===== src/rtl/mblight_zone_color_writer_if.sv =====
// Pixel sink (Avalon-ST) and colour-RAM write master (Avalon-MM) bundle.
// The zone writer uses the master view; the stream source and RAM interconnect use the slave view.
interface mblight_zone_color_writer_if #(
    parameter int ADDR_W = 13
);
    logic [23:0]       snk_data;
    logic              snk_valid;
    logic              snk_ready;
    logic              snk_sop;
    logic              snk_eop;
    logic [ADDR_W-1:0] avm_address;
    logic [3:0]        avm_byteenable;
    logic              avm_chipselect;
    logic              avm_write;
    logic [31:0]       avm_writedata;
    logic              avm_waitrequest;

    modport master (
        input  snk_data, snk_valid, snk_sop, snk_eop, avm_waitrequest,
        output snk_ready, avm_address, avm_byteenable, avm_chipselect,
        avm_write, avm_writedata
    );

    modport slave (
        output snk_data, snk_valid, snk_sop, snk_eop, avm_waitrequest,
        input  snk_ready, avm_address, avm_byteenable, avm_chipselect,
        avm_write, avm_writedata
    );
endinterface


===== src/rtl/mblight_zone_color_writer.sv =====
// Averages each run of 2**LOG2_PIX pixels into a zone colour and writes it to
// colour-RAM word BASE_ADDR+zone through a 2-entry queue feeding the write master.
//
//  state   | meaning
//  S_IDLE  | waiting for sop; non-sop beats dropped
//  S_ACCUM | summing pixels of the current zone, pushing finished zones
//  S_DRAIN | last zone queued; waiting for the queue to empty, then frame_done
module mblight_zone_color_writer #(
    parameter int ADDR_W    = 13,
    parameter int BASE_ADDR = 0,
    parameter int NUM_ZONES = 32,
    parameter int LOG2_PIX  = 6
) (
    input  logic                          clk,
    input  logic                          reset_n,
    mblight_zone_color_writer_if.master   bus,
    output logic                          frame_done,
    output logic                          short_frame
);
    localparam int PIX   = 1 << LOG2_PIX;
    localparam int SUM_W = 8 + LOG2_PIX;
    localparam int CNT_W = (LOG2_PIX > 0) ? LOG2_PIX : 1;
    localparam int ENT_W = ADDR_W + 24;
    localparam logic [CNT_W-1:0] PIX_LAST  = CNT_W'(PIX - 1);
    localparam logic [7:0]       ZONE_LAST = 8'(NUM_ZONES - 1);

    typedef enum logic [1:0] {S_IDLE, S_ACCUM, S_DRAIN} state_t;

    state_t            state_q, state_d;
    logic [SUM_W-1:0]  sum_r_q, sum_g_q, sum_b_q;
    logic [SUM_W-1:0]  sum_r_d, sum_g_d, sum_b_d;
    logic [CNT_W-1:0]  cnt_q, cnt_d;
    logic [7:0]        zone_q, zone_d;
    logic              short_q, short_d;

    logic [ENT_W-1:0]  fifo_q [2];
    logic              rd_ptr_q, wr_ptr_q;
    logic [1:0]        fifo_cnt_q;

    logic              ready_raw, accept, restart, live, push, pop;
    logic              zone_end, frame_end;
    logic [SUM_W-1:0]  base_r, base_g, base_b;
    logic [SUM_W-1:0]  sum_r_nx, sum_g_nx, sum_b_nx;
    logic [CNT_W-1:0]  base_cnt;
    logic [7:0]        base_zone;
    logic [ENT_W-1:0]  push_data, head;

    // In IDLE a one-pixel zone would push on the sop beat itself, so a full queue must stall it.
    always_comb begin
        ready_raw = 1'b0;
        unique case (state_q)
            S_IDLE:  ready_raw = (LOG2_PIX != 0) || (fifo_cnt_q != 2'd2);
            S_ACCUM: ready_raw = (fifo_cnt_q < 2'd2);
            default: ready_raw = 1'b0;
        endcase
    end

    assign bus.snk_ready = ready_raw & reset_n;
    assign accept  = bus.snk_valid & bus.snk_ready;
    assign restart = accept & bus.snk_sop;
    assign live    = accept & (bus.snk_sop | (state_q == S_ACCUM));

    // A sop beat starts zone 0 afresh, whatever was partially summed before.
    assign base_r    = restart ? '0 : sum_r_q;
    assign base_g    = restart ? '0 : sum_g_q;
    assign base_b    = restart ? '0 : sum_b_q;
    assign base_cnt  = restart ? '0 : cnt_q;
    assign base_zone = restart ? '0 : zone_q;

    assign sum_r_nx = base_r + SUM_W'(bus.snk_data[23:16]);
    assign sum_g_nx = base_g + SUM_W'(bus.snk_data[15:8]);
    assign sum_b_nx = base_b + SUM_W'(bus.snk_data[7:0]);

    assign zone_end  = (base_cnt == PIX_LAST);
    assign frame_end = zone_end && (base_zone == ZONE_LAST);
    assign push      = live & zone_end;
    assign push_data = {sum_r_nx[SUM_W-1:LOG2_PIX], sum_g_nx[SUM_W-1:LOG2_PIX],
                        sum_b_nx[SUM_W-1:LOG2_PIX],
                        ADDR_W'(BASE_ADDR) + ADDR_W'(base_zone)};

    always_comb begin
        state_d    = state_q;
        sum_r_d    = sum_r_q;
        sum_g_d    = sum_g_q;
        sum_b_d    = sum_b_q;
        cnt_d      = cnt_q;
        zone_d     = zone_q;
        short_d    = short_q;
        frame_done = 1'b0;

        if (state_q == S_DRAIN && fifo_cnt_q == 2'd0) begin
            frame_done = 1'b1;
            state_d    = S_IDLE;
        end

        if (live) begin
            state_d = S_ACCUM;
            if (restart)
                short_d = 1'b0;
            if (zone_end) begin
                sum_r_d = '0;
                sum_g_d = '0;
                sum_b_d = '0;
                cnt_d   = '0;
                zone_d  = 8'(base_zone + 8'd1);
            end else begin
                sum_r_d = sum_r_nx;
                sum_g_d = sum_g_nx;
                sum_b_d = sum_b_nx;
                cnt_d   = CNT_W'(base_cnt + 1'b1);
                zone_d  = base_zone;
            end
            if (frame_end) begin
                state_d = S_DRAIN;
            end else if (bus.snk_eop) begin
                state_d = S_IDLE;
                short_d = 1'b1;
                sum_r_d = '0;
                sum_g_d = '0;
                sum_b_d = '0;
                cnt_d   = '0;
            end
        end
    end

    always_ff @(posedge clk or negedge reset_n) begin
        if (!reset_n) begin
            state_q <= S_IDLE;
            sum_r_q <= '0;
            sum_g_q <= '0;
            sum_b_q <= '0;
            cnt_q   <= '0;
            zone_q  <= '0;
            short_q <= 1'b0;
        end else begin
            state_q <= state_d;
            sum_r_q <= sum_r_d;
            sum_g_q <= sum_g_d;
            sum_b_q <= sum_b_d;
            cnt_q   <= cnt_d;
            zone_q  <= zone_d;
            short_q <= short_d;
        end
    end

    assign pop = (fifo_cnt_q != 2'd0) & ~bus.avm_waitrequest;

    always_ff @(posedge clk or negedge reset_n) begin
        if (!reset_n) begin
            fifo_q[0]  <= '0;
            fifo_q[1]  <= '0;
            rd_ptr_q   <= 1'b0;
            wr_ptr_q   <= 1'b0;
            fifo_cnt_q <= 2'd0;
        end else begin
            if (push) begin
                fifo_q[wr_ptr_q] <= push_data;
                wr_ptr_q         <= ~wr_ptr_q;
            end
            if (pop)
                rd_ptr_q <= ~rd_ptr_q;
            unique case ({push, pop})
                2'b10:   fifo_cnt_q <= fifo_cnt_q + 2'd1;
                2'b01:   fifo_cnt_q <= fifo_cnt_q - 2'd1;
                default: fifo_cnt_q <= fifo_cnt_q;
            endcase
        end
    end

    assign head                = fifo_q[rd_ptr_q];
    assign bus.avm_write       = (fifo_cnt_q != 2'd0);
    assign bus.avm_chipselect  = bus.avm_write;
    assign bus.avm_byteenable  = bus.avm_write ? 4'hF : 4'h0;
    assign bus.avm_address     = head[ADDR_W-1:0];
    assign bus.avm_writedata   = {8'h00, head[ENT_W-1:ADDR_W]};
    assign short_frame         = short_q;
endmodule


===== src/flat_wrapper.sv =====
// flat-port wrapper written by rule: the top's interface ports become plain ports
module mblight_zone_color_writer_flat 
#(
    parameter int ADDR_W    = 13,
    parameter int BASE_ADDR = 0,
    parameter int NUM_ZONES = 32,
    parameter int LOG2_PIX  = 6
)
  (clk, reset_n, frame_done, short_frame, bus_snk_data, bus_snk_valid, bus_snk_sop, bus_snk_eop, bus_avm_waitrequest, bus_snk_ready, bus_avm_address, bus_avm_byteenable, bus_avm_chipselect, bus_avm_write, bus_avm_writedata);
  mblight_zone_color_writer_if #(.ADDR_W(ADDR_W)) bus_i ();
  input  logic clk;
  input  logic reset_n;
  output logic frame_done;
  output logic short_frame;
  input wire logic [$bits(bus_i.snk_data)-1:0] bus_snk_data;
  input wire logic [$bits(bus_i.snk_valid)-1:0] bus_snk_valid;
  input wire logic [$bits(bus_i.snk_sop)-1:0] bus_snk_sop;
  input wire logic [$bits(bus_i.snk_eop)-1:0] bus_snk_eop;
  input wire logic [$bits(bus_i.avm_waitrequest)-1:0] bus_avm_waitrequest;
  output wire logic [$bits(bus_i.snk_ready)-1:0] bus_snk_ready;
  output wire logic [$bits(bus_i.avm_address)-1:0] bus_avm_address;
  output wire logic [$bits(bus_i.avm_byteenable)-1:0] bus_avm_byteenable;
  output wire logic [$bits(bus_i.avm_chipselect)-1:0] bus_avm_chipselect;
  output wire logic [$bits(bus_i.avm_write)-1:0] bus_avm_write;
  output wire logic [$bits(bus_i.avm_writedata)-1:0] bus_avm_writedata;
  assign bus_i.snk_data = bus_snk_data;
  assign bus_i.snk_valid = bus_snk_valid;
  assign bus_i.snk_sop = bus_snk_sop;
  assign bus_i.snk_eop = bus_snk_eop;
  assign bus_i.avm_waitrequest = bus_avm_waitrequest;
  assign bus_snk_ready = bus_i.snk_ready;
  assign bus_avm_address = bus_i.avm_address;
  assign bus_avm_byteenable = bus_i.avm_byteenable;
  assign bus_avm_chipselect = bus_i.avm_chipselect;
  assign bus_avm_write = bus_i.avm_write;
  assign bus_avm_writedata = bus_i.avm_writedata;
  mblight_zone_color_writer #(.ADDR_W(ADDR_W), .BASE_ADDR(BASE_ADDR), .NUM_ZONES(NUM_ZONES), .LOG2_PIX(LOG2_PIX)) u_core (.clk(clk), .reset_n(reset_n), .bus(bus_i), .frame_done(frame_done), .short_frame(short_frame));
endmodule

===== config.mk =====
export PLATFORM = sky130hd
export DESIGN_NAME = mblight_zone_color_writer_flat
export DESIGN_NICKNAME = d
export VERILOG_FILES = /design/src/rtl/mblight_zone_color_writer_if.sv /design/src/rtl/mblight_zone_color_writer.sv /design/src/flat_wrapper.sv
export SDC_FILE = /design/constraint.sdc
export NUM_CORES = 1
export LEC_CHECK = 0
export ABC_CLOCK_PERIOD_IN_PS = 4150
export CAP_MARGIN = 5
export CORE_MARGIN = 4
export CORE_UTILIZATION = 50
export CTS_BUF_LIST = sky130_fd_sc_hd__clkbuf_8
export DETAILED_ROUTE_END_ITERATION = 10
export PLACE_DENSITY_LB_ADDON = 0.1
export SLEW_MARGIN = 30
export SYNTH_ARGS = -nofsm -noshare
export SYNTH_HDL_FRONTEND = slang
export SYNTH_SLANG_ARGS = --single-unit

===== constraint.sdc =====
create_clock -name clk -period 4.15 [get_ports clk]
set_input_delay 1.0375 -clock clk [delete_from_list [all_inputs] [get_ports clk]]
set_output_delay 1.0375 -clock clk [all_outputs]
set_load 0.05 [all_outputs]

# --- Yosys cells after proc, flatten, opt, wreduce, memory -nomap -nowiden ---
# Cells that the tools add are included.
# W data, S select, Z words.
word_totals:
  reg_bits: 137
  in_bits: 30
  out_inout_bits: 54
classes:
  add_sub_neg: 7
  n_lt_le_gt_ge: 4
  n_eq_ne: 6
  muxes: 35
  bitwise: 12
  reduce_logical: 8
ops:
  columns: ["op", "n"]
  rows:
  - ["$mux W14", 12]
  - ["$mux W37", 4]
  - ["$bwmux W74", 1]
  - ["$add A14 B8 Y14", 3]
  - ["$demux W37 S1", 1]
  - ["$mux W6", 4]
  - ["$mux W8", 2]
  - ["$add A8 B1 Y8 const B", 1]
  - ["$eq A8 B5 Y1 const B", 1]
  - ["$add A6 B1 Y6 const B", 1]
  - ["$and A1 B1 Y1", 6]
  - ["$eq A6 B6 Y1 const B", 1]
  - ["$mux W2", 3]
  - ["$reduce_bool A2 Y1", 3]
  - ["$mux W1", 5]
  - ["$eq A2 B1 Y1 const B", 2]
  - ["$eq A2 B2 Y1 const B", 2]
  - ["$ge A2 B2 Y1 const B", 2]
  - ["$logic_not A2 Y1", 2]
  - ["$mux W4", 1]
  - ["$not A1 Y2", 2]
  - ["$pmux W2 S2", 1]
  - ["$logic_and A1 B1 Y1", 3]
  - ["$not A1 Y1", 3]
  - ["6 further kinds", 6]

# --- Longest topological paths before layout ---
# Gate-level depths: netlist (run 1).
depth:
  word_depth: 10
  depth_mapped: 16

# --- Worst setup path before layout (run 1) ---
# Ideal clock, no wire load.
synth_timing:
  kind: "input -> register"
  startpoint: "input port bus_snk_valid"
  endpoint: "register u_core.fifo_q[64] in the netlist's numbering"
  arrival_time_ns: 3.899
  setup_slack_ns: 0.168
  cell_stages: 13
  cell_sequence: "and3b_1 > nand3_1 > clkbuf_1 > clkbuf_1 > and2_1 > ha_1 > fa_1 > a211oi_1 > o21bai_1 > o41ai_1 > nor3_1 > xor2_1 > o21ai_0"
synth_via:
  elab_chain_cells: 5
  word_cells_on_any_way: 9
synth_rtl:
  columns: ["element", "line_no", "rtl"]
  rows:
  - ["start: declaration", "flat_wrapper.sv:16", "input wire logic [$bits(bus_i.snk_valid)-1:0] bus_snk_valid;"]
  - ["$and A1 B1 Y1 (*)", "mblight_zone_color_writer.sv:59", "assign accept = bus.snk_valid & bus.snk_ready;"]
  - ["$and A1 B1 Y1", "mblight_zone_color_writer.sv:60", "assign restart = accept & bus.snk_sop;"]
  - ["$mux W14 or $mux W6 (tied branches)", "mblight_zone_color_writer.sv:65, mblight_zone_color_writer.sv:67", null]
  - ["$add A14 B8 Y14 or $eq A6 B6 Y1 (tied branches)", "mblight_zone_color_writer.sv:71, mblight_zone_color_writer.sv:74", null]
  - ["$bwmux W74 or $and A1 B1 Y1 (tied branches)", "mblight_zone_color_writer.sv:157, mblight_zone_color_writer.sv:76", null]
  - ["end signal: indexed assignment", "mblight_zone_color_writer.sv:157", "fifo_q[wr_ptr_q] <= push_data;"]
  - ["end: declaration", "mblight_zone_color_writer.sv:36", "logic [ENT_W-1:0] fifo_q [2];"]
# Every way passes the cells marked *; elsewhere a longest branch is shown, timed or not.
# A chain may end at the register's enable or synchronous reset.

# --- Final worst setup path (run 1) ---
layout_timing:
  startpoint: "input port bus_snk_valid"
  endpoint: "register u_core.fifo_q[54] in the netlist's numbering"
layout_via:
  elab_chain_cells: 5
  word_cells_on_any_way: 9
layout_rtl:
  columns: ["element", "line_no"]
  rows:
  - ["$and A1 B1 Y1 (*)", "mblight_zone_color_writer.sv:59"]
  - ["$and A1 B1 Y1", "mblight_zone_color_writer.sv:60"]
  - ["$mux W14 or $mux W6 (tied branches)", "mblight_zone_color_writer.sv:66, mblight_zone_color_writer.sv:67"]
  - ["$add A14 B8 Y14 or $eq A6 B6 Y1 (tied branches)", "mblight_zone_color_writer.sv:72, mblight_zone_color_writer.sv:74"]
  - ["$bwmux W74 or $and A1 B1 Y1 (tied branches)", "mblight_zone_color_writer.sv:157, mblight_zone_color_writer.sv:76"]
# Marks and branches as above.

==> results of run 1 <==
per-stage QoR:
step | setup WS (ns) | instances | TNS, ns | power [uW] | hold slack, ns
after global placement | -0.1005 | 1016 | -0.9405 | 2276 | 0.4556
after global routing | 0.07451 | 1049 | 0 | 3685 | 0.4955
after CTS | 0.2819 | 1048 | 0 | 3509 | 0.4794
after floorplan | 0.1681 | 764 | 0 | 2010 | 0.4402
after detailed placement | -0.1770 | 1016 | -1.825 | 2319 | 0.4621
final | 0.2558 | 1049 | 0 | 3496 | 0.4744
kinds of logic after synthesis:
logic type	count (synthesis)	share of synthesized area, %
DFF	127	45.00
AOI/OAI and AO/OA	201	17.49
buffers and inverters	70	5.013
muxes	34	5.421
and+or+nand+nor	249	16.44
xor gates and xnor gates	40	4.960
other	1	0.05309
adders and majority gates	30	5.633
layout make-up:
| cell class | instances | area [um2] |
|---|---|---|
| Clock inverter | 14 | 188.9 |
| Fill cell | 1153 | 5201 |
| Inverter | 15 | 56.30 |
| Timing Repair Buffer | 128 | 1194 |
| Clock buffer | 18 | 247.7 |
| Sequential cell | 127 | 3178 |
| Tap cell | 180 | 225.2 |
| Multi-Input combinational cell | 567 | 3590 |
cells in the mapped netlist, drive strengths merged (4+ instances only):
cell type | instances | area share (%)
nand2 | 133 | 7.1
dfrtp | 127 | 45
o21ai | 103 | 7.3
mux2 | 34 | 5.4
buf | 28 | 2.8
nor2 | 28 | 1.5
and2 | 27 | 2.4
clkbuf | 27 | 1.4
ha | 27 | 4.8
a21oi | 23 | 1.7
xnor2 | 21 | 2.6
xor2 | 19 | 2.4
inv | 15 | 0.80
nand3 | 14 | 0.99
a22o | 9 | 1.1
nor3 | 8 | 0.57
or3 | 8 | 0.71
a31oi | 7 | 0.62
and3 | 7 | 0.62
o22ai | 7 | 0.62
a21o | 6 | 0.64
o21a | 6 | 0.64
a211oi | 5 | 0.53
o31ai | 5 | 0.53
a32o | 4 | 0.57
nand2b | 4 | 0.46
nand4 | 4 | 0.35
nor2b | 4 | 0.35
o211ai | 4 | 0.43
or4 | 4 | 0.53
worst max path at each step:
stage	end	depth (start not counted)
CTS	u_core.fifo_q[54]	13
global placement	u_core.fifo_q[65]	12
global route	u_core.fifo_q[65]	12
detailed placement	u_core.fifo_q[65]	12
floorplan	u_core.fifo_q[64]	13
finish	u_core.fifo_q[54]	13
report_power, final:
group	total [uW]	leakage, uW	internal [uW]	switching, uW
Sequential	1390	0.00175	1330	58.1
Combinational	924	0.00196	405	519
Clock	1180	0.000221	670	513
Total	3500	0.00393	2410	1090
critical path, delay by kind of cell:
family	cells	cell delay [ns]
AND/OR/NAND/NOR	5	0.90
adder cells (fa/ha/maj)	2	0.60
XOR/XNOR	1	0.18
buffers and inverters	2	0.72
AO/OA/AOI/OAI	3	0.76
state kept, by name, indices dropped and copies added, names as in the netlist:
signal,cells
u_core.fifo_q,64
u_core.sum_b_q,14
u_core.sum_g_q,14
u_core.sum_r_q,14
u_core.zone_q,8
u_core.cnt_q,6
u_core.fifo_cnt_q,2
u_core.state_q,2
u_core.rd_ptr_q,1
u_core.short_frame,1
u_core.wr_ptr_q,1
routing by layer:
metal,vias to the layer above,global-route usage [%],routed length (um)
met2,169,35.74,8020
met1,2828,30.62,8188
met5,-,0,0
met4,0,7.192,281
met3,25,4.674,860
li1,2821,-,-
==> impl_metrics.ini, run 1 <==
[cells_and_area]
final_area_um2 = 8680
fin_util_pct = 62.53
area_delta_synth_final_pct = 22.89
final_common_cell = nand2_1
final_cell_mix = 133 x nand2_1, 127 x dfrtp_1, 97 x o21ai_0, 68 x clkdlybuf4s50_1, 55 x buf_4
diodes = 0
drive_gt1_share_pct = 15.54
fin_nets = 916

[yosys]
synth-edff-count = 0
synth_cells = 752
synthArstFlopShare_pct = 100.0
syn_avg_cell_area_um2 = 9.392
synth_seq_area_share_pct = 45.00
yosys.cell_types.count = 63
ys.flop_type = dfrtp_1
syn-cell-area_um2 = 7063
yosys_register_bits = 127
synth_warnings = 0

[worst_setup_path]
r2r_cells = 12
crit_start = bus_snk_valid
rr_startpoint = u_core.state_q[1]
critical_path_required_ns = 4.47
start_kind = primary input
worst_setup_path_end_kind = register
critical_path.max_fanout = 12
cp_data_arrival_time_ns = 4.22
r2r_end = u_core.fifo_q[54]
cp_slowest_cell = clkdlybuf4s50_1
worstSetupPathType = primary input to register
r2r_slack_ns = 0.91
max_stage_delay_ns = 0.48
worstPathCellList = clkdlybuf4s50_1, and3b_1, nand3_2, buf_4, and2_1, ha_1, fa_1, a211oi_1, nor2_1, o31a_1, nand3_1, xor2_1, o21ai_0

[drt]
ant_nets = 0
drcViolationCount = 0
wl_per_cell_um = 16.54
vias_per_cell = 5.570
totalWireLength_um = 17350
dr_total_vias = 5843
first_pass_iters = 5
drt_iter0_drc = 350

[timing]
final_hold_viol_count = 0
finClkSkew_ns = 0.01002
fmax_ghz = 0.2568
grt_setup_unrepaired = false
finalSetupViolCount = 0
final_max_slew_viol_count = 0
finalCriticalPeriod_ns = 3.894
max_slew_margin_pct = 45.72
period_share_pct = 93.84
worstMarginPinSlew_ns = 0.8142

[floorplan]
start_util_pct = 50.88
die_x_um = 126.9
ios = 84
core_um2 = 13880
fp.dieArea_um2 = 16090
die_h_um = 126.9
fp-row-count = 43

[global_routing]
grt.total_usage_pct = 22.36
overflow = 0
grt_max_degree = 66
antenna_found_initial = 0
grt_pass1_vias = 5926
grt_pass1_wl_um = 29040

[clock_tree]
cts_tree = yes
insertion_delay_ns = 0.45
cts_buffer_depth = 2
postCtsSetupBuffers = 0
numCtsBuffers = 17
cts_root_buf = clkbuf_8
htreeDepth = 4
clock_sinks = 127
path_clk_slew_ns = 0.07
ctsResizeCount = 0
hold_buffers = 0

[power]
p_leak_uw = 0.003929
vdd_drop_max_mv = 0.2112
powerDensity_nw_per_um2 = 402.8

[min_path]
hold_depth = 2
whs_endpoint = u_core.sum_g_q[7]
min_path_type = register to register
worstHoldStart = u_core.sum_g_q[7]

[placed_design]
port_buffers = 70
gp_congestion = 0.8926
dpl.hpwl_um = 12050
placed_cell_area_um2 = 8223

[run]
cap_violations = 0

[run_status]
outcome = completed
No activity file was read; power rests on OpenSTA's default activity.
==> run 2, diff against run 1 <==
--- a/config.mk
+++ b/config.mk
@@ -8,7 +8,7 @@
 export ABC_CLOCK_PERIOD_IN_PS = 4150
 export CAP_MARGIN = 5
 export CORE_MARGIN = 4
-export CORE_UTILIZATION = 50
+export CORE_UTILIZATION = 58
 export CTS_BUF_LIST = sky130_fd_sc_hd__clkbuf_8
 export DETAILED_ROUTE_END_ITERATION = 10
 export PLACE_DENSITY_LB_ADDON = 0.1
==> impl_metrics.ini, run 2 (synthesis gave the netlist of run 1 again) <==
[global_routing]
antenna_found_initial = 0
grt_pass1_wl_um = 27720
overflow = 0
grt_max_degree = 130
grt.total_usage_pct = 24.47
grt_pass1_vias = 5646

[power]
p_leak_uw = 0.003883
powerDensity_nw_per_um2 = 400.3
p_int_uw = 2362
p_comb_share_pct = 27.0
seqPwrFrac_pct = 40.3
swShare_pct = 31.20
power.total_uw = 3433
vdd_drop_max_mv = 0.2478
clkPwrFrac_pct = 32.6
power.switching_uw = 1071

[drt]
drcViolationCount = 0
wl_per_cell_um = 16.53
dr_total_vias = 5844
first_pass_iters = 5
totalWireLength_um = 16710
ant_nets = 0
vias_per_cell = 5.780
drt_iter0_drc = 367

[timing]
worstMarginPinSlew_ns = 0.7577
final_hold_viol_count = 0
finalSetupViolCount = 0
finalCriticalPeriod_ns = 3.944
finClkSkew_ns = 0.008829
grt_setup_unrepaired = false
period_share_pct = 95.03
fmax_ghz = 0.2536
final_max_slew_viol_count = 0
max_slew_margin_pct = 49.11

[min_path]
hold_depth = 2
min_path_type = register to register
whs_endpoint = u_core.sum_r_q[4]
worstHoldStart = u_core.sum_r_q[4]

[floorplan]
fp.dieArea_um2 = 14010
start_util_pct = 59.05
core_um2 = 11960
ios = 84
die_h_um = 118.4
die_x_um = 118.4
fp-row-count = 40

[clock_tree]
hold_buffers = 0
cts_root_buf = clkbuf_8
postCtsSetupBuffers = 0
cts_tree = yes
clock_sinks = 127
ctsResizeCount = 0
cts_buffer_depth = 2
insertion_delay_ns = 0.43
numCtsBuffers = 17
htreeDepth = 4
path_clk_slew_ns = 0.08

[cells_and_area]
largest_reg_flops = 64
diodes = 0
area_delta_synth_final_pct = 21.42
drive_gt1_share_pct = 15.05
num-fill-cells = 918
largest-register = u_core.fifo_q
finalNonFillerCells = 1011
final_common_cell = nand2_1
final_cell_mix = 133 x nand2_1, 127 x dfrtp_1, 97 x o21ai_0, 68 x clkdlybuf4s50_1, 51 x buf_4
fin_nets = 911

[worst_setup_path]
critical_path_required_ns = 4.46
worstSetupPathType = primary input to register
critical_path.max_fanout = 13
worst_setup_path_end_kind = register
r2r_end = u_core.fifo_q[64]
r2r_cells = 12
cp_data_arrival_time_ns = 4.25
start_kind = primary input
r2r_slack_ns = 0.87
rr_startpoint = u_core.state_q[1]

[run]
cap_violations = 0

[placed_design]
gp_congestion = 0.9099
dp.cells = 979
port_buffers = 70
dpl.hpwl_um = 12030

[run_status]
outcome = completed
## run 2: cell count changes in the layout (fill, tap and decap cells not counted)
cell / previous run / this run
bufinv_16: 4 / 3
buf_4: 55 / 51
buf_12: 5 / 4
clkinv_2: 3 / 2
clkinv_4: 2 / 3
clkbuf_8: 18 / 19
## run 2: layout make-up
type | count | area, um2 | area share, %
sequential | 127 | 3178 | 37.06
tap | 147 | 183.9 | 2.145
inverter | 15 | 56.30 | 0.6566
clock buffer | 19 | 261.5 | 3.049
timing repair buffer | 123 | 1144 | 13.34
multi-input combinational | 567 | 3590 | 41.86
clock inverter | 13 | 162.7 | 1.897
## run 2: per-stage QoR
stage	setup slack [ns]	hold slack (ns)	instance area, um2	TNS (ns)	util, %
global placement	-0.07170	0.4534	8143	-0.4169	68.08
CTS	0.2351	0.4749	8576	0	71.69
finish	0.2063	0.4688	8576	0	71.69
global route	0.01148	0.4971	8576	0	71.69
detailed placement	-0.2194	0.4592	8152	-2.443	68.15
floorplan	0.1681	0.4402	7108	0	-
## run 2: how the worst max path moves through the flow
stage | cells after the start | end | start
after floorplan | 13 | u_core.fifo_q[64] | bus_snk_valid
after global placement | 11 | u_core.sum_r_q[10] | bus_snk_valid
after detailed placement | 13 | u_core.fifo_q[64] | bus_snk_valid
after CTS | 13 | u_core.fifo_q[64] | bus_snk_valid
after global routing | 13 | u_core.fifo_q[64] | bus_snk_valid
final | 13 | u_core.fifo_q[64] | bus_snk_valid
## run 2: layer usage
metal | vias up | share of wire [%] | GRT usage (%) | routed length (um)
met5 | - | 0 | 0 | 0
met4 | 0 | 1.9 | 8.718 | 317
met3 | 32 | 4.6 | 4.354 | 763
met2 | 178 | 46 | 38.48 | 7712
met1 | 2811 | 47 | 34.21 | 7920
li1 | 2823 | - | - | -
## run 2: worst max-delay path: stages
cell and delay, ns:
clkdlybuf4s50_1 0.48, and3b_1 0.20, nand3_2 0.27, and2_1 0.28, ha_1 0.21, fa_1 0.42, a211oi_1 0.28, o21bai_1 0.16
o41ai_1 0.28, buf_4 0.20, nor3_1 0.08, xor2_1 0.22, o21ai_0 0.13
## run 2: power groups by stage
stage / Sequential [uW] / Clock, uW / Combinational [uW]
after floorplan: 1400 / 0 / 611
after global placement: 1400 / 0 / 876
after detailed placement: 1410 / 0 / 914
after CTS: 1380 / 1150 / 923
after global routing: 1400 / 1190 / 1030
final: 1390 / 1120 / 928
==> run 3, diff against run 2 <==
--- a/config.mk
+++ b/config.mk
@@ -12,6 +12,7 @@
 export CTS_BUF_LIST = sky130_fd_sc_hd__clkbuf_8
 export DETAILED_ROUTE_END_ITERATION = 10
 export PLACE_DENSITY_LB_ADDON = 0.1
+export RECOVER_POWER = 25
 export SLEW_MARGIN = 30
 export SYNTH_ARGS = -nofsm -noshare
 export SYNTH_HDL_FRONTEND = slang
==> impl_metrics.ini, run 3 (synthesis gave the netlist of run 1 again) <==
[placed_design]
post-place-ws_ns = -0.2194
gp_congestion = 0.9099
port_buffers = 70
dpl.hpwl_um = 12030

[timing]
finClkSkew_ns = 0.008910
finalSetupViolCount = 0
grt_setup_unrepaired = false
fmax_ghz = 0.2535
setup_ws_ns = 0.2058
final_hold_viol_count = 0
max_slew_margin_pct = 49.18
finalCriticalPeriod_ns = 3.944
period_share_pct = 95.04
final_max_slew_viol_count = 0
worstMarginPinSlew_ns = 0.7566

[cells_and_area]
diodes = 0
seqCellArea_um2 = 3178
area_delta_synth_final_pct = 21.36
drive_gt1_share_pct = 14.93
largest_reg_flops = 64
multi_input_area_um2 = 3590
largest-register = u_core.fifo_q
final_common_cell = nand2_1
final_cell_mix = 133 x nand2_1, 127 x dfrtp_1, 97 x o21ai_0, 68 x clkdlybuf4s50_1, 50 x buf_4
num-fill-cells = 920
fin_nets = 911

[global_routing]
grt_pass1_wl_um = 27720
grt.total_usage_pct = 24.47
grt_pass1_vias = 5646
grt_max_degree = 130
overflow = 0
antenna_found_initial = 0

[run]
cap_violations = 0

[worst_setup_path]
worstSetupPathType = primary input to register
cp_slowest_cell = clkdlybuf4s50_1
max_stage_delay_ns = 0.48
rr_startpoint = u_core.state_q[1]
cp_data_arrival_time_ns = 4.25
r2r_end = u_core.fifo_q[64]
critical_path_required_ns = 4.46
r2r_cells = 12
worst_setup_path_end_kind = register
critical_path.max_fanout = 13
worstPathCellList = clkdlybuf4s50_1, and3b_1, nand3_2, and2_1, ha_1, fa_1, a211oi_1, o21bai_1, o41ai_1, buf_4, nor3_1, xor2_1, o21ai_0
start_kind = primary input
r2r_slack_ns = 0.87

[power]
power.total_uw = 3433
powerDensity_nw_per_um2 = 400.5
vdd_drop_max_mv = 0.2478
p_leak_uw = 0.003880

[clock_tree]
clock_sinks = 127
cts_buffer_depth = 2
postCtsSetupBuffers = 0
path_clk_slew_ns = 0.08
numCtsBuffers = 17
htreeDepth = 4
hold_buffers = 0
insertion_delay_ns = 0.43
ctsResizeCount = 0
cts_tree = yes
cts_root_buf = clkbuf_8

[drt]
drt_iter0_drc = 367
dr_total_vias = 5835
totalWireLength_um = 16710
wl_per_cell_um = 16.53
vias_per_cell = 5.772
ant_nets = 0
first_pass_iters = 5
drcViolationCount = 0

[min_path]
whs_endpoint = u_core.sum_r_q[4]
worstHoldStart = u_core.sum_r_q[4]
hold_depth = 2
min_path_type = register to register

[floorplan]
fp-row-count = 40
die_h_um = 118.4
ios = 84
die_x_um = 118.4
fp.dieArea_um2 = 14010
core_um2 = 11960
start_util_pct = 59.05

[run_status]
outcome = completed
==> run 3: changes by cell type in the layout (fill, tap and decap cells not counted), sizes merged <==
cell and change:
buf -1, clkbuf +1
==> run 3: area by class of cell <==
type,count,area share (%)
clock inverter,13,1.898
timing repair buffer,123,13.30
tap,147,2.146
multi-input combinational,567,41.88
clock buffer,19,3.051
inverter,15,0.6568
sequential,127,37.07
==> run 3: worst max path at each step <==
stage | from | to | slack (ns) | depth (start not counted)
global placement | bus_snk_valid | u_core.sum_r_q[10] | -0.07 | 11
finish | bus_snk_valid | u_core.fifo_q[64] | 0.21 | 13
CTS | bus_snk_valid | u_core.fifo_q[64] | 0.24 | 13
detailed placement | bus_snk_valid | u_core.fifo_q[64] | -0.22 | 13
global route | bus_snk_valid | u_core.fifo_q[64] | 0.01 | 13
floorplan | bus_snk_valid | u_core.fifo_q[64] | 0.17 | 13
==> run 3: where the power goes <==
group          total, uW  switching (uW)  leakage, uW  internal, uW
Sequential          1390            54.4      0.00175          1330
Clock               1120             493     0.000214           628
Combinational        927             525      0.00192           403
Total               3430            1070      0.00388          2360
==> run 3: metal layers <==
layer	GRT usage (%)	routed length (um)
met3	4.354	751
met5	0	0
met1	34.21	7927
met4	8.718	332
met2	38.48	7699
==> run 3: stage by stage <==
stage	hold slack [ns]	instance area [um2]	cells	setup TNS, ns	util [%]
global route	0.4971	8572	1011	0	71.66
global placement	0.4534	8143	979	-0.4169	68.08
finish	0.4688	8572	1011	0	71.66
CTS	0.4749	8576	1011	0	71.69
floorplan	0.4402	7108	764	0	-
detailed placement	0.4592	8152	979	-2.443	68.15
==> run 3: worst max-delay path, delay by kind of cell <==
family / cells / cell delay, ns
AOI/OAI and AO/OA: 4 / 0.85
adders and majority gates: 2 / 0.63
xor gates and xnor gates: 1 / 0.22
and+or+nand+nor: 4 / 0.83
buffers and inverters: 2 / 0.68
==> RTL edit 1: new RTL, config.mk and constraints of run 2 <==
Encoding of `state_t`: now one-hot (3 bits for 3 states).
--- a/src/rtl/mblight_zone_color_writer.sv
+++ b/src/rtl/mblight_zone_color_writer.sv
@@ -26,3 +26,3 @@
 
-    typedef enum logic [1:0] {S_IDLE, S_ACCUM, S_DRAIN} state_t;
+    typedef enum logic [2:0] {S_IDLE = 3'b001, S_ACCUM = 3'b010, S_DRAIN = 3'b100} state_t;
 
Formal check against the unedited RTL: no difference found for any inputs over 10 cycles, from zero or initial values and one cycle with reset_n low; not proved beyond that.
==> RTL edit 1 against run 2 <==
- sequential cell count is 1 higher
- wire length up 2.1%
- critical endpoint is now u_core.sum_r_q[8]
- synthesized area up 3.2%
- largest power group is now combinational cells
- register-to-register slack lost 110 ps
- design area increased by 2.3%
- setup slack better by 140 ps
- clock power up 6%
- clock skew fell by 0.97 ps
- cell count is 2.1% higher
- total power rose by 23%
==> RTL edit 1: results (changes against run 2) <==
- Status: complete, no violations
- Compound-cell area share of the yosys netlist: 17.47% (-0.019 points)
- Worst hold path startpoint: u_core.fifo_q[72]
- Post-DP Area: 8323 sq um (+2.1%)
- Asr flop ratio synth: 100.0% (unchanged)
- Total length of routed wires: 17070 microns (+2.1%)
- Slew margin rel.: 53.76% (+4.7 points)
- Mux contribution to synthesized area: 5.667% (+0.25 points)
- Max-cap viol count: 0 (unchanged)
- Multi-input combinational cell area: 3777 sq um (+5.2%)
- Root Buffer: clkbuf_8
- Via count of the first global-routing pass: 5840 (+3.4%)
- Switch Pwr: 0.001456 W (+36%)
- Number of buffers inserted by port buffering: 70 (unchanged)
- Synthesized netlist cell count: 764 (+1.6%)
- Worst-path clk slew: about 70 ps
- Via count: 5945 (+1.7%)
- Final GP Congestion: 0.9372 (+3.0%)
- Mean number of vias per cell: 5.761 (-0.34%)
- Max Clock Skew: 7.855 ps (-0.9736 ps)
- # nets final: 911 (unchanged)
- Largest stage delay, worst path: 460 ps (-20 ps)
- Cell types with the largest area share after synthesis: dfrtp_1 (44%), nand2_1 (6.2%), mux2_2 (5.3%)
- CP max FO: 22 (+9)
- Number of fillers in the final layout: 934 (+1.7%)
- GRT Resource Usage Total: 24.68% (+0.22 points)
- Fraction of final layout cells sized beyond drive strength 1: 14.70% (-0.35 points)
- Total clock buffers created by CTS: 17 (unchanged)
- Flip-flop count of the largest register after layout: 64 (unchanged)
- Clock network latency to the later pin of the worst-skew pair: 450 ps (+20 ps)
- HPWL after DPL: 12060 microns (+0.28%)
- Number of gates given a new drive strength after cts: 0 (unchanged)
- Number of detailed-routing iterations run before antenna repair: 5 (unchanged)
- Critical-path top delay cell: or3b_2
- Global-route wire length before repair: 28630 microns (+3.3%)
- Fraction of synthesized cell area taken by the top area cell type: 43.62% (-1.4 points)
- Gate family responsible for the most delay along the worst path: simple AND/OR/NAND/NOR gates
- DRC violation total after the first TritonRoute iteration: 570 (+55%)
- Reg with most FFs: u_core.fifo_q
- Xor-xnor portion of the synthesized cell area: 5.410% (+0.45 points)
- Max rail drop VDD: 379.3 uV (+53%)
- Synth Warn #: 0 (unchanged)
- Post-synthesis adder-cell area fraction: 5.461% (-0.17 points)
- Leak Pwr: 3.901 nW (+0.45%)
- Post-CTS setup buffer count: 0 (unchanged)
- Source of the critical timing path: bus_snk_valid
- H-tree levels: 4 (unchanged)
- Count of distinct cell types in the synthesized netlist: 67 (+6.3%)
- Number of antenna violations at the first check in global routing: 0 (unchanged)
- Endpoint arrival time on the critical path: 4160 ps (-90 ps)
- Sequential area share after synthesis: 43.98% (-1.0 points)
- Worst reg2reg path startpoint: u_core.state_q[0]
- Number of placed cells counting well taps: 1000 (+2.1%)
- Buffers from clock root to sink, at most: 2 (unchanged)
- Largest net degree at the start of global routing: 130 (unchanged)
- Count of antenna diodes in the layout: 0 (unchanged)
- Class of the worst hold path: flip-flop to flip-flop
- Most frequent cells after synthesis: dfrtp_1 (127), nand2_1 (120), o21ai_0 (74), mux2_2 (34)
[RTL edit 1: path summary, 6_finish.rpt]
kind,cells after the start,slack (ps),endpoint
setup reg to reg,13,760,u_core.sum_r_q[8]
min in group asynchronous,2,740,u_core.fifo_q[21]
setup / recovery,14,350,u_core.sum_r_q[8]
hold / removal,2,480,u_core.fifo_q[72]
hold reg to reg,2,480,u_core.fifo_q[72]
max in group asynchronous,2,2890,u_core.sum_r_q[4]
[RTL edit 1: area by class of cell]
type / instances / share of cell area, %
clock buffers: 24 / 3.763
clock inverters: 8 / 1.411
inverters: 12 / 0.5132
multi-input cells: 580 / 43.04
flip-flops and latches: 128 / 36.51
well taps: 168 / 2.395
repair buffers: 112 / 12.37
[RTL edit 1: power by group through the flow]
stage / clock, W / combinational, W / sequential, W
finish: 0.00119 / 0.00155 / 0.00148
global route: 0.00127 / 0.00173 / 0.00149
CTS: 0.00121 / 0.00155 / 0.00147
detailed placement: 0 / 0.00153 / 0.00150
global placement: 0 / 0.00148 / 0.00149
floorplan: 0 / 0.00108 / 0.00149
[RTL edit 1: logic make-up after synthesis]
family	count (synthesis)
buffers and inverters	68
AO/OA/AOI/OAI	200
other	1
AND/OR/NAND/NOR	255
XOR/XNOR	45
flip-flops	128
multiplexers	37
adder cells (fa/ha/maj)	30
[RTL edit 1: metrics by stage]
stage / power (W) / setup WS [ps] / setup TNS, ps
global route: 0.004495 / 175.1 / 0
CTS: 0.004236 / 416.3 / 0
finish: 0.004223 / 346.2 / 0
detailed placement: 0.003026 / -40.31 / -237.2
floorplan: 0.002565 / 103.9 / 0
global placement: 0.002970 / -2.113 / -2.113
[RTL edit 1: per-layer routing]
layer  vias to the layer above  wire length, microns  track usage [%]
li1                       2853                     -                -
met1                      2884                  7842            33.99
met2                       175                  7968            39.20
met3                        33                   873            4.618
met4                         0                   388            8.805
met5                         -                     0                0
[RTL edit 1: worst min-delay path: stages, from the launching register on]
cell and delay (ps):
dfrtp_1 340, nand2_1 50, o31ai_1 50
==> RTL edit 2: new RTL, settings of run 2 <==
Made on the original files. `NUM_ZONES` is set to 32 in 2 places; all go to 16.
--- a/src/rtl/mblight_zone_color_writer.sv
+++ b/src/rtl/mblight_zone_color_writer.sv
@@ -10,3 +10,3 @@
     parameter int BASE_ADDR = 0,
-    parameter int NUM_ZONES = 32,
+    parameter int NUM_ZONES = 16,
     parameter int LOG2_PIX  = 6
--- a/src/flat_wrapper.sv
+++ b/src/flat_wrapper.sv
@@ -5,3 +5,3 @@
     parameter int BASE_ADDR = 0,
-    parameter int NUM_ZONES = 32,
+    parameter int NUM_ZONES = 16,
     parameter int LOG2_PIX  = 6
Behaviour: same outputs for any inputs over 10 cycles, from zero or initial values and one cycle with reset_n low; that may be too few to reach the edited logic, so the function may still have changed.
==> RTL edit 2 against run 2 <==
- synthesized area grew 0.46%
- setup slack better by 90 ps
- maximum frequency is 2.3% higher
- synthesized cell count shrank 2.3%
- design area grew 1.1%
- largest cell class unchanged
- wire length increased by 2.1%
- total power grew 28%
- sequential cell count unchanged
==> RTL edit 2: results (changes against run 2) <==
- Largest net degree at the start of global routing: 87 (-33%)
- Via count of the first global-routing pass: 5953 (+5.4%)
- Max Clock Skew: 13.08 ps (+4.249 ps)
- Sequential cell power: 0.00149 W (+7%)
- Cell types with the largest area share after synthesis: dfrtp_1 (45%), mux2_2 (7.0%), o21ai_0 (6.0%)
- Setup slack of the most critical reg-to-reg path: 840 ps (-30 ps)
- Worst Max-Slew Pin Slew: 767.3 ps (+9.578 ps)
- Power in combinational cells: 0.00180 W (+94%)
- Fraction of final layout cells sized beyond drive strength 1: 17.09% (+2.0 points)
- Minimum clock period after layout: 3854 ps (-89.85 ps)
- Status: complete, no violations
- Final GP Congestion: 0.8398 (-7.7%)
- Sequential area share after synthesis: 44.79% (-0.21 points)
- Synthesized netlist cell count: 735 (-2.3%)
- Pre-CTS setup slack: -96.42 ps (+123.0 ps)
- Total length of routed wires: 17070 microns (+2.1%)
- Number of fillers in the final layout: 906 (-1.3%)
- Most frequent cells after synthesis: dfrtp_1 (127), nand2_1 (111), o21ai_0 (85), mux2_2 (44), nor2_1 (35)
- GRT Resource Usage Total: 25.22% (+0.76 points)
- Endpoint arrival time on the critical path: 4160 ps (-90 ps)
- Max rail drop VDD: 306.7 uV (+24%)
- Number of placed cells counting well taps: 975 (-0.41%)
- Internal Power: 0.002778 W (+18%)
- Global-route wire length before repair: 28710 microns (+3.6%)
- HPWL after DPL: 12520 microns (+4.1%)
- Wirelength per Cell: 16.95 microns (+2.5%)
- # nets final: 907 (-0.44%)
- Worst hold-check slack: 475.9 ps (+7.174 ps)
==> RTL edit 2: changes by cell type after synthesis, sizes merged, moves of 5 or more <==
cell / run 2 / this run
nand2: 133 / 112
a31oi: 7 / 2
nand3: 14 / 26
nor2: 28 / 35
o21ai: 103 / 89
mux2: 34 / 44
==> RTL edit 2: final timing paths <==
path	from	depth (start not counted)	to
min in group asynchronous	reset_n	2	u_core.zone_q[2]
hold / removal	u_core.fifo_q[61]	2	u_core.fifo_q[61]
setup reg to reg	u_core.fifo_cnt_q[1]	11	u_core.fifo_q[60]
setup / recovery	bus_snk_sop	12	u_core.fifo_q[60]
max in group asynchronous	reset_n	3	u_core.sum_b_q[10]
hold reg to reg	u_core.fifo_q[61]	2	u_core.fifo_q[61]
==> RTL edit 2: metal layers <==
layer	vias to the layer above	GRT usage [%]	share of wire, %
li1	2787	-	-
met1	2795	33.22	44
met2	205	41.03	47
met3	39	6.124	6.5
met4	0	8.472	2.3
met5	-	0	0
==> RTL edit 2: cells by family (layout without fill, tap and decap cells) <==
logic type / count (synthesis) / in the layout / share of synthesized area (%)
xor gates and xnor gates: 44 / 44 / 5.537
buffers and inverters: 66 / 179 / 4.691
adders and majority gates: 30 / 30 / 5.607
DFF: 127 / 127 / 44.79
and+or+nand+nor: 246 / 246 / 16.93
other: 1 / 13 / 0.05285
AOI/OAI and AO/OA: 177 / 177 / 15.41
muxes: 44 / 44 / 6.983
==> RTL edit 2: area by class of cell <==
class | count | area [sq um] | area share (%)
sequential | 127 | 3178 | 36.66
clock inverter | 13 | 148.9 | 1.718
tap | 147 | 183.9 | 2.122
inverter | 17 | 63.81 | 0.7361
clock buffer | 19 | 261.5 | 3.017
timing repair buffer | 130 | 1200 | 13.84
multi-input combinational | 554 | 3632 | 41.90
